===== src/rtl/alu_exec_stage.sv =====
// Two-stage execute wrapper around an external combinational ALU: S1 holds the
// operands that drive the ALU, S2 captures its result for writeback.
module alu_exec_stage #(
    parameter int DATA_WIDTH = 32,
    parameter int TAG_WIDTH  = 5,
    parameter int CNT_WIDTH  = 16
) (
    input  logic                  clk,
    input  logic                  rst_n,
    input  logic                  flush,
    input  logic                  in_valid,
    output logic                  in_ready,
    input  logic [DATA_WIDTH-1:0] in_A,
    input  logic [DATA_WIDTH-1:0] in_B,
    input  logic [2:0]            in_ALUop,
    input  logic [TAG_WIDTH-1:0]  in_tag,
    output logic [DATA_WIDTH-1:0] alu_A,
    output logic [DATA_WIDTH-1:0] alu_B,
    output logic [2:0]            alu_ALUop,
    input  logic [DATA_WIDTH-1:0] alu_Result,
    input  logic                  alu_Zero,
    input  logic                  alu_Overflow,
    input  logic                  alu_CarryOut,
    output logic                  out_valid,
    input  logic                  out_ready,
    output logic [DATA_WIDTH-1:0] out_Result,
    output logic [2:0]            out_flags,
    output logic [TAG_WIDTH-1:0]  out_tag,
    output logic [CNT_WIDTH-1:0]  ovf_count
);

    localparam logic [2:0] OP_ADD = 3'b010;
    localparam logic [2:0] OP_SUB = 3'b110;
    localparam logic [CNT_WIDTH-1:0] CNT_ONE = {{(CNT_WIDTH-1){1'b0}}, 1'b1};

    logic                  s1_valid_reg, s1_valid_next;
    logic [DATA_WIDTH-1:0] s1_a_reg, s1_b_reg;
    logic [2:0]            s1_op_reg;
    logic [TAG_WIDTH-1:0]  s1_tag_reg;

    logic                  s2_valid_reg, s2_valid_next;
    logic [DATA_WIDTH-1:0] s2_result_reg;
    logic [2:0]            s2_flags_reg;
    logic [2:0]            s2_op_reg;
    logic [TAG_WIDTH-1:0]  s2_tag_reg;

    logic [CNT_WIDTH-1:0]  ovf_count_reg;

    logic s2_free, s1_adv, accept, retire, ovf_hit;

    assign s2_free  = !s2_valid_reg || out_ready;
    assign s1_adv   = s1_valid_reg && s2_free;
    assign in_ready = !s1_valid_reg || s2_free;
    assign accept   = in_valid && in_ready;
    assign retire   = s2_valid_reg && out_ready;
    // Only arithmetic ops report a meaningful signed overflow.
    assign ovf_hit  = retire && s2_flags_reg[2] &&
                      ((s2_op_reg == OP_ADD) || (s2_op_reg == OP_SUB));

    always_comb begin
        s1_valid_next = s1_valid_reg;
        s2_valid_next = s2_valid_reg;
        if (accept) begin
            s1_valid_next = 1'b1;
        end else if (s1_adv) begin
            s1_valid_next = 1'b0;
        end
        // A load into S2 wins over a same-cycle retire.
        if (s1_adv) begin
            s2_valid_next = 1'b1;
        end else if (out_ready) begin
            s2_valid_next = 1'b0;
        end
        if (flush) begin
            s1_valid_next = 1'b0;
            s2_valid_next = 1'b0;
        end
    end

    always_ff @(posedge clk or negedge rst_n) begin
        if (!rst_n) begin
            s1_valid_reg  <= 1'b0;
            s1_a_reg      <= '0;
            s1_b_reg      <= '0;
            s1_op_reg     <= '0;
            s1_tag_reg    <= '0;
            s2_valid_reg  <= 1'b0;
            s2_result_reg <= '0;
            s2_flags_reg  <= '0;
            s2_op_reg     <= '0;
            s2_tag_reg    <= '0;
            ovf_count_reg <= '0;
        end else begin
            s1_valid_reg <= s1_valid_next;
            s2_valid_reg <= s2_valid_next;
            // Data registers may go stale under flush; only the valid bits matter.
            if (accept) begin
                s1_a_reg   <= in_A;
                s1_b_reg   <= in_B;
                s1_op_reg  <= in_ALUop;
                s1_tag_reg <= in_tag;
            end
            if (s1_adv) begin
                s2_result_reg <= alu_Result;
                s2_flags_reg  <= {alu_Overflow, alu_CarryOut, alu_Zero};
                s2_op_reg     <= s1_op_reg;
                s2_tag_reg    <= s1_tag_reg;
            end
            if (ovf_hit && !(&ovf_count_reg)) begin
                ovf_count_reg <= ovf_count_reg + CNT_ONE;
            end
        end
    end

    assign alu_A      = s1_a_reg;
    assign alu_B      = s1_b_reg;
    assign alu_ALUop  = s1_op_reg;
    assign out_valid  = s2_valid_reg;
    assign out_Result = s2_result_reg;
    assign out_flags  = s2_flags_reg;
    assign out_tag    = s2_tag_reg;
    assign ovf_count  = ovf_count_reg;

endmodule

===== config.mk =====
export PLATFORM = sky130hd
export DESIGN_NAME = alu_exec_stage
export DESIGN_NICKNAME = d
export VERILOG_FILES = /design/src/rtl/alu_exec_stage.sv
export SDC_FILE = /design/constraint.sdc
export NUM_CORES = 1
export LEC_CHECK = 0
export CAP_MARGIN = 20
export CELL_PAD_IN_SITES_DETAIL_PLACEMENT = 0
export CELL_PAD_IN_SITES_GLOBAL_PLACEMENT = 1
export CORE_UTILIZATION = 29
export DETAILED_ROUTE_END_ITERATION = 7
export PLACE_DENSITY = 0.72
export SLEW_MARGIN = 20
export SYNTH_ARGS = -nofsm -noshare
export SYNTH_HDL_FRONTEND = slang
export SYNTH_SLANG_ARGS = --single-unit
export TNS_END_PERCENT = 5

===== constraint.sdc =====
create_clock -name clk -period 1.6 [get_ports clk]
set_input_delay 0.32 -clock clk [delete_from_list [all_inputs] [get_ports clk]]
set_output_delay 0.32 -clock clk [all_outputs]
set_load 0.02 [all_outputs]

==> results of run 1 <==
[logic make-up (layout without fill, tap and decap cells)]
logic type / count (synthesis) / after routing / share of synthesized area [%]
compound gates: 9 / 9 / 1.64
xor+xnor: 10 / 10 / 1.72
fa+ha+maj: 1 / 1 / 0.245
buf+inv: 13 / 308 / 1.25
flops: 132 / 132 / 64.8
mux: 118 / 118 / 26.1
simple gates: 41 / 41 / 4.27
[per-layer routing]
metal,vias up,part of all wire (%),global-route usage (%)
met2,171,47,23.8
met5,-,0,0
met4,0,2.1,6.24
li1,1729,-,-
met1,1826,41,17.7
met3,24,9.9,7.47
[worst max-delay path by stage]
stage / startpoint / endpoint / slack (ns) / depth (start not counted)
2_1_floorplan: ovf_count[0] / ovf_count[1] / -0.04 / 4
3_3_place_gp: out_ready / in_ready / -0.39 / 4
3_5_place_dp: out_ready / in_ready / -0.39 / 4
4_1_cts: ovf_count[0] / ovf_count[15] / -0.01 / 6
5_1_grt: out_valid / in_ready / -0.08 / 3
6_report: s2_op_reg[0] / ovf_count[14] / 0.004 / 4
[stage by stage]
stage	cells	area [um2]	setup TNS (ns)	total power (W)
after floorplan	324	5110	-1.98	0.00494
after global placement	811	8060	-36.71	0.00622
after detailed placement	811	8060	-37.34	0.00628
after CTS	844	8570	-0.0120	0.0100
after global routing	844	8560	-0.185	0.0103
final	844	8560	0	0.00990
[placed cells by master, fill, tap and decap left out, drive strengths merged]
cell type      Yosys  final
a2111oi            1      1
a211oi             1      1
a21oi              1      1
a31oi              3      3
and3               2      2
and4               1      1
and4b              1      1
buf               12     41
bufinv             0      2
clkbuf             0     33
clkdlybuf4s15      0      2
clkdlybuf4s50      0    110
clkinv             0      4
clkinvlp           0      2
dfrtp            132    132
dlygate4sd2        0    110
dlygate4sd3        0      1
ha                 1      1
inv                1      3
mux2             118    118
nand2              9      9
nand2b             2      2
nand3              5      5
nand4              5      5
nor2               7      7
nor2b              1      1
nor3               5      5
nor4               2      2
nor4b              1      1
o21ai              2      2
o41ai              1      1
xnor2              1      1
xor2               9      9
[power by group through the flow]
stage                     sequential, W  combinational, W  clock, W
after floorplan                 0.00448          0.000467         0
after global placement          0.00399           0.00223         0
after detailed placement        0.00402           0.00227         0
after CTS                       0.00394           0.00201   0.00408
after global routing            0.00400           0.00211   0.00423
final                           0.00395           0.00197   0.00398
[layout make-up]
class,count,area (um2)
Timing Repair Buffer,275,2530
Clock inverter,10,120
Sequential cell,132,3310
Clock buffer,22,494
Multi-Input combinational cell,179,1820
Tap cell,225,282
Fill cell,1503,8680
Inverter,1,3.75
[repair_timing]
| item | 4_1_cts | 5_1_grt |
|---|---|---|
| endpoints found under the hold margin | 36 | 0 |
| gates resized for setup | 145 | 22 |
| hold buffers | 1 | 0 |
| endpoints found under the setup margin | 130 | 29 |
| pin swaps | 2 | 4 |
[critical path, stage by stage, from the launching register on]
cell,delay (ns)
dfrtp_1,0.38
and4b_2,0.33
nand4_1,0.21
nor3_2,0.22
mux2_2,0.35
==> impl_metrics.env, run 1 <==
export IMPL_async_reset_ff_share_pct=100
export IMPL_core_area_um2=17200
export IMPL_num_rows=48
export IMPL_r2r_end="ovf_count[14]"
export IMPL_synthTopCellsByArea="dfrtp_1 (65%), mux2_2 (26%), xor2_1 (1.5%), buf_2 (1.2%), nand4_1 (0.61%)"
export IMPL_switching_power_w=0.00263
export IMPL_clockBufferDepth=2
export IMPL_setup_viol=0
export IMPL_synth_seq_cells=132
export IMPL_syn_nets=437
export IMPL_r2r_slack_ns=0.004
export IMPL_post_place_ws_ns=-0.386
export IMPL_final_max_slew_viol_count=0
export IMPL_path_class="reg -> reg"
export IMPL_vias=3750
export IMPL_skew_ns=0.00634
export IMPL_tightest_slew_ns=0.410
export IMPL_power_frac_comb_pct=19.9
export IMPL_die_w_um=135
export IMPL_outcome="finished clean"
export IMPL_wire_per_inst_um=15.4
export IMPL_clkPwrFrac_pct=40.2
export IMPL_overflow=0
export IMPL_clkSlewWorstSetupHoldPaths_ns=0.06
export IMPL_cts_sinks=132
export IMPL_port_buffers=236
export IMPL_synth_ff_type="dfrtp_1"
export IMPL_grt_pass1_wl_um=20900
export IMPL_drtIter0Drc=94
export IMPL_dp_hpwl_um=9700
export IMPL_postSynthAreaPerCell_um2=15.7
export IMPL_layout_drive_gt1_share_pct=36.5
export IMPL_power_frac_seq_pct=39.9
export IMPL_grt_pass1_vias=4083
export IMPL_reg2reg_depth=4
export IMPL_cts_root_buf="clkbuf_16"
export IMPL_antennaDiodeCount=0
export IMPL_synth_seq_area_share_pct=64.8
export IMPL_p_int_w=0.00726
export IMPL_grt_antenna_before_repair=0
export IMPL_area_growth_pct=67.9
export IMPL_ys_types=26
export IMPL_slew_headroom_pct=72.7
export IMPL_ant_nets=0
export IMPL_holdWs_ns=0.400
export IMPL_yosysTopAreaCellShare_pct=64.8
export IMPL_fin_crit_sh_pct=99.8
export IMPL_die_y_um=135
export IMPL_yosys_area_top_type="dfrtp_1"
export IMPL_grt_use_total_pct=15.2
export IMPL_synthesis_area_um2=5100
export IMPL_routed_wl_um=13000
export IMPL_final_util_pct=49.7
export IMPL_cp_start_kind="flip-flop"
export IMPL_die_area_um2=18100
export IMPL_initial_core_util_pct=29.6
export IMPL_switching_share_pct=26.6
export IMPL_ios=237
export IMPL_clock_latency_ns=0.41
export IMPL_power_density_nw_per_um2=1160
export IMPL_regToRegStartpoint="s2_op_reg[0]"
export IMPL_cts_buffers=17
export IMPL_synthCells=324
export IMPL_power_leakage_nw=3.82
export IMPL_worst_setup_path_end_kind="flip-flop"
export IMPL_layout_setup_ws_ns=0.00387
export IMPL_hold_violations=0
export IMPL_worstPathRequired_ns=1.90
export IMPL_vias_per_cell=4.44
export IMPL_rsz0062_at_grt="true"
export IMPL_netlist_top_cells_count="dfrtp_1 (132), mux2_2 (118), buf_2 (12)"
export IMPL_first_pass_iters=4
export IMPL_synth_edf_count=0
export IMPL_peakVddDrop_mv=0.671
export IMPL_crit_arrival_ns=1.89
export IMPL_gp_congestion=0.752
export IMPL_yosys_warnings=0
export IMPL_grt_max_degree=42
export IMPL_max_freq_mhz=627
export IMPL_hold_path_class="in -> async"
export IMPL_finalNetCount=719
export IMPL_htreeDepth=4
export IMPL_yosysMostFrequentCell="dfrtp_1"
export IMPL_cp_max_fo=4
export IMPL_fin_crit_ns=1.60
export IMPL_post_cts_setup_buffer_count=0
export IMPL_drv_cap=0
export IMPL_drc=0
export IMPL_cts_tree="yes"
No activity file was read; power rests on OpenSTA's default activity.
==> run 2: changes to the inputs <==
--- a/config.mk
+++ b/config.mk
@@ -5,12 +5,14 @@
 export SDC_FILE = /design/constraint.sdc
 export NUM_CORES = 1
 export LEC_CHECK = 0
+export ABC_AREA = 1
 export CAP_MARGIN = 20
 export CELL_PAD_IN_SITES_DETAIL_PLACEMENT = 0
 export CELL_PAD_IN_SITES_GLOBAL_PLACEMENT = 1
 export CORE_UTILIZATION = 29
 export DETAILED_ROUTE_END_ITERATION = 7
 export PLACE_DENSITY = 0.72
+export SETUP_SLACK_MARGIN = 0.2
 export SLEW_MARGIN = 20
 export SYNTH_ARGS = -nofsm -noshare
 export SYNTH_HDL_FRONTEND = slang
==> run 2 against run 1 <==
The run now ends with design-rule violations left. Synthesized cell count rose by 31%. Synthesized area rose by 5.4%. Via count rose by 11%. Final area rose by 3.5%. Sequential share of layout area fell by 1.2 points. Clock skew barely moved. First-iteration DRC count rose by 61%. Combinational power rose by 36%. Register-to-register slack improved by 0.11 ns. Critical path depth fell by 1. Critical path type is now reg -> out.
==> impl_metrics.env, run 2 <==
export IMPL_grt_antenna_before_repair=0
export IMPL_dp_hpwl_um=10800
export IMPL_yosysMostFrequentCell="dfrtp_1"
export IMPL_rsz0062_at_grt="true"
export IMPL_grt_pass1_wl_um=24000
export IMPL_gp_congestion=0.810
export IMPL_power_frac_comb_pct=25.5
export IMPL_finalNetCount=816
export IMPL_routed_wl_um=14700
export IMPL_violations="design-rule violations"
export IMPL_final_cell_mix="dfrtp_1 (121), clkdlybuf4s50_1 (109), dlygate4sd2_1 (106)"
export IMPL_cts_root_buf="clkbuf_16"
export IMPL_port_buffers=236
export IMPL_cp_start_kind="flip-flop"
export IMPL_antennaDiodeCount=0
export IMPL_htreeDepth=4
export IMPL_grt_max_degree=58
export IMPL_async_reset_ff_share_pct=100
export IMPL_power_leakage_nw=3.96
export IMPL_wire_per_inst_um=15.6
export IMPL_cts_sinks=132
export IMPL_drv_cap=0
export IMPL_die_area_um2=19100
export IMPL_ios=237
export IMPL_first_pass_iters=7
export IMPL_cts_buffers=17
export IMPL_final_common_cell="dfrtp_1"
export IMPL_grt_pass1_vias=4758
export IMPL_final_max_slew_viol_count=0
export IMPL_skew_ns=0.00652
export IMPL_tightest_slew_ns=0.353
export IMPL_synthCells=423
export IMPL_max_freq_mhz=666
export IMPL_clkSlewWorstSetupHoldPaths_ns=0.06
export IMPL_overflow=0
export IMPL_worst_setup_path_end_kind="output port"
export IMPL_power_frac_seq_pct=39.6
export IMPL_worstPathRequired_ns=1.28
export IMPL_cts_tree="yes"
export IMPL_drc=22
export IMPL_hold_violations=0
export IMPL_area_growth_pct=64.9
export IMPL_synthesis_area_um2=5370
export IMPL_clkPwrFrac_pct=34.9
export IMPL_ys_types=26
export IMPL_die_w_um=138
export IMPL_fin_cells=944
export IMPL_yosysTopAreaCellShare_pct=61.5
export IMPL_yosys_area_top_type="dfrtp_1"
export IMPL_yosys_warnings=0
export IMPL_postSynthAreaPerCell_um2=12.7
export IMPL_peakVddDrop_mv=0.748
export IMPL_path_class="reg -> out"
export IMPL_grt_use_total_pct=16.1
export IMPL_dpl_instance_area_um2=8220
export IMPL_power_density_nw_per_um2=1190
export IMPL_fin_area_um2=8860
export IMPL_synth_seq_cells=132
export IMPL_synthTopCellsByArea="dfrtp_1 (61%), mux2_2 (21%), nand2_1 (4.8%), inv_1 (1.5%), nor2_1 (1.5%)"
export IMPL_setup_viol=0
export IMPL_vias_per_cell=4.41
export IMPL_switching_share_pct=30.7
export IMPL_clock_latency_ns=0.41
export IMPL_place_inst=899
export IMPL_ant_nets=0
export IMPL_core_area_um2=18100
export IMPL_crit_path_start="ovf_count[1]"
export IMPL_num_rows=49
export IMPL_drtIter0Drc=151
export IMPL_initial_core_util_pct=29.7
export IMPL_syn_nets=536
export IMPL_hold_path_class="in -> async"
export IMPL_synth_ff_type="dfrtp_1"
export IMPL_vias=4167
export IMPL_holdWs_ns=0.369
export IMPL_fin_crit_sh_pct=93.9
export IMPL_clockBufferDepth=2
export IMPL_p_int_w=0.00730
export IMPL_cp_max_fo=3
export IMPL_synth_edf_count=0
export IMPL_regToRegStartpoint="ovf_count[0]"
export IMPL_crit_arrival_ns=1.18
export IMPL_slew_headroom_pct=76.4
export IMPL_netlist_top_cells_count="dfrtp_1 (132), mux2_2 (100), nand2_1 (69)"
export IMPL_die_y_um=138
export IMPL_switching_power_w=0.00323
export IMPL_synth_seq_area_share_pct=61.5
export IMPL_outcome="finished, violations left"
export IMPL_fin_crit_ns=1.50
export IMPL_layout_drive_gt1_share_pct=32.7
## run 2: critical path: stages, from the launching register on
cell and delay [ns]:
dfrtp_2 0.42, buf_6 0.12, buf_6 0.11, buf_6 0.12
## run 2: repair_timing
action,in CTS,in global routing
resized for setup,186,24
pin swaps,4,7
setup buffers,10,2
hold endpoints to repair,31,0
hold buffers,1,0
setup endpoints to repair,193,233
gates cloned,0,1
## run 2: final cells by class
cell class                 instances  area, um2
tap                              229        287
inverter                          24       92.6
fill                            1642       9230
clock buffer                      19        453
timing repair buffer             276       2620
clock inverter                    12        109
sequential                       132       3320
multi-input combinational        252       1980
## run 2: cells by family after synthesis
kind of cell,share of synthesized area (%)
compound gates,3.12
xor+xnor,0.815
fa+ha+maj,0.233
buf+inv,3.42
flops,61.5
mux,21.0
simple gates,9.97
## run 2: metrics by stage
stage / TNS (ns) / util (%) / worst slack (ns) / power [W]
after floorplan: 0 / - / 0.174 / 0.00549
after global placement: -22.92 / 45.4 / -0.293 / 0.00703
after detailed placement: -25.76 / 45.4 / -0.300 / 0.00709
final: 0 / 49.0 / 0.0978 / 0.0105
after global routing: 0 / 49.0 / 0.0414 / 0.0111
after CTS: 0 / 48.4 / 0.108 / 0.0106
## run 2: worst paths after layout
check | end | slack, ns | depth (start not counted)
min reg2reg | out_tag[0] | 0.48 | 2
max in group asynchronous | alu_A[27] | 0.60 | 3
max reg2reg | ovf_count[7] | 0.11 | 10
max | ovf_count[1] | 0.1 | 3
min | ovf_count[6] | 0.37 | 2
min in group clk | out_valid | 0.40 | 4
## run 2: power by group through the flow
stage	registers (W)	clock network, W	logic, W
after global routing	0.00424	0.00393	0.00290
final	0.00417	0.00368	0.00268
after detailed placement	0.00422	0	0.00288
after CTS	0.00417	0.00380	0.00266
after global placement	0.00419	0	0.00284
after floorplan	0.00473	0	0.000763
## run 2: per-layer routing
metal | vias up | GRT usage [%] | wire (um)
li1 | 1969 | - | -
met1 | 1993 | 17.4 | 5640
met2 | 175 | 26.4 | 6980
met3 | 30 | 7.79 | 1600
met4 | 0 | 8.16 | 485
met5 | - | 0 | 0
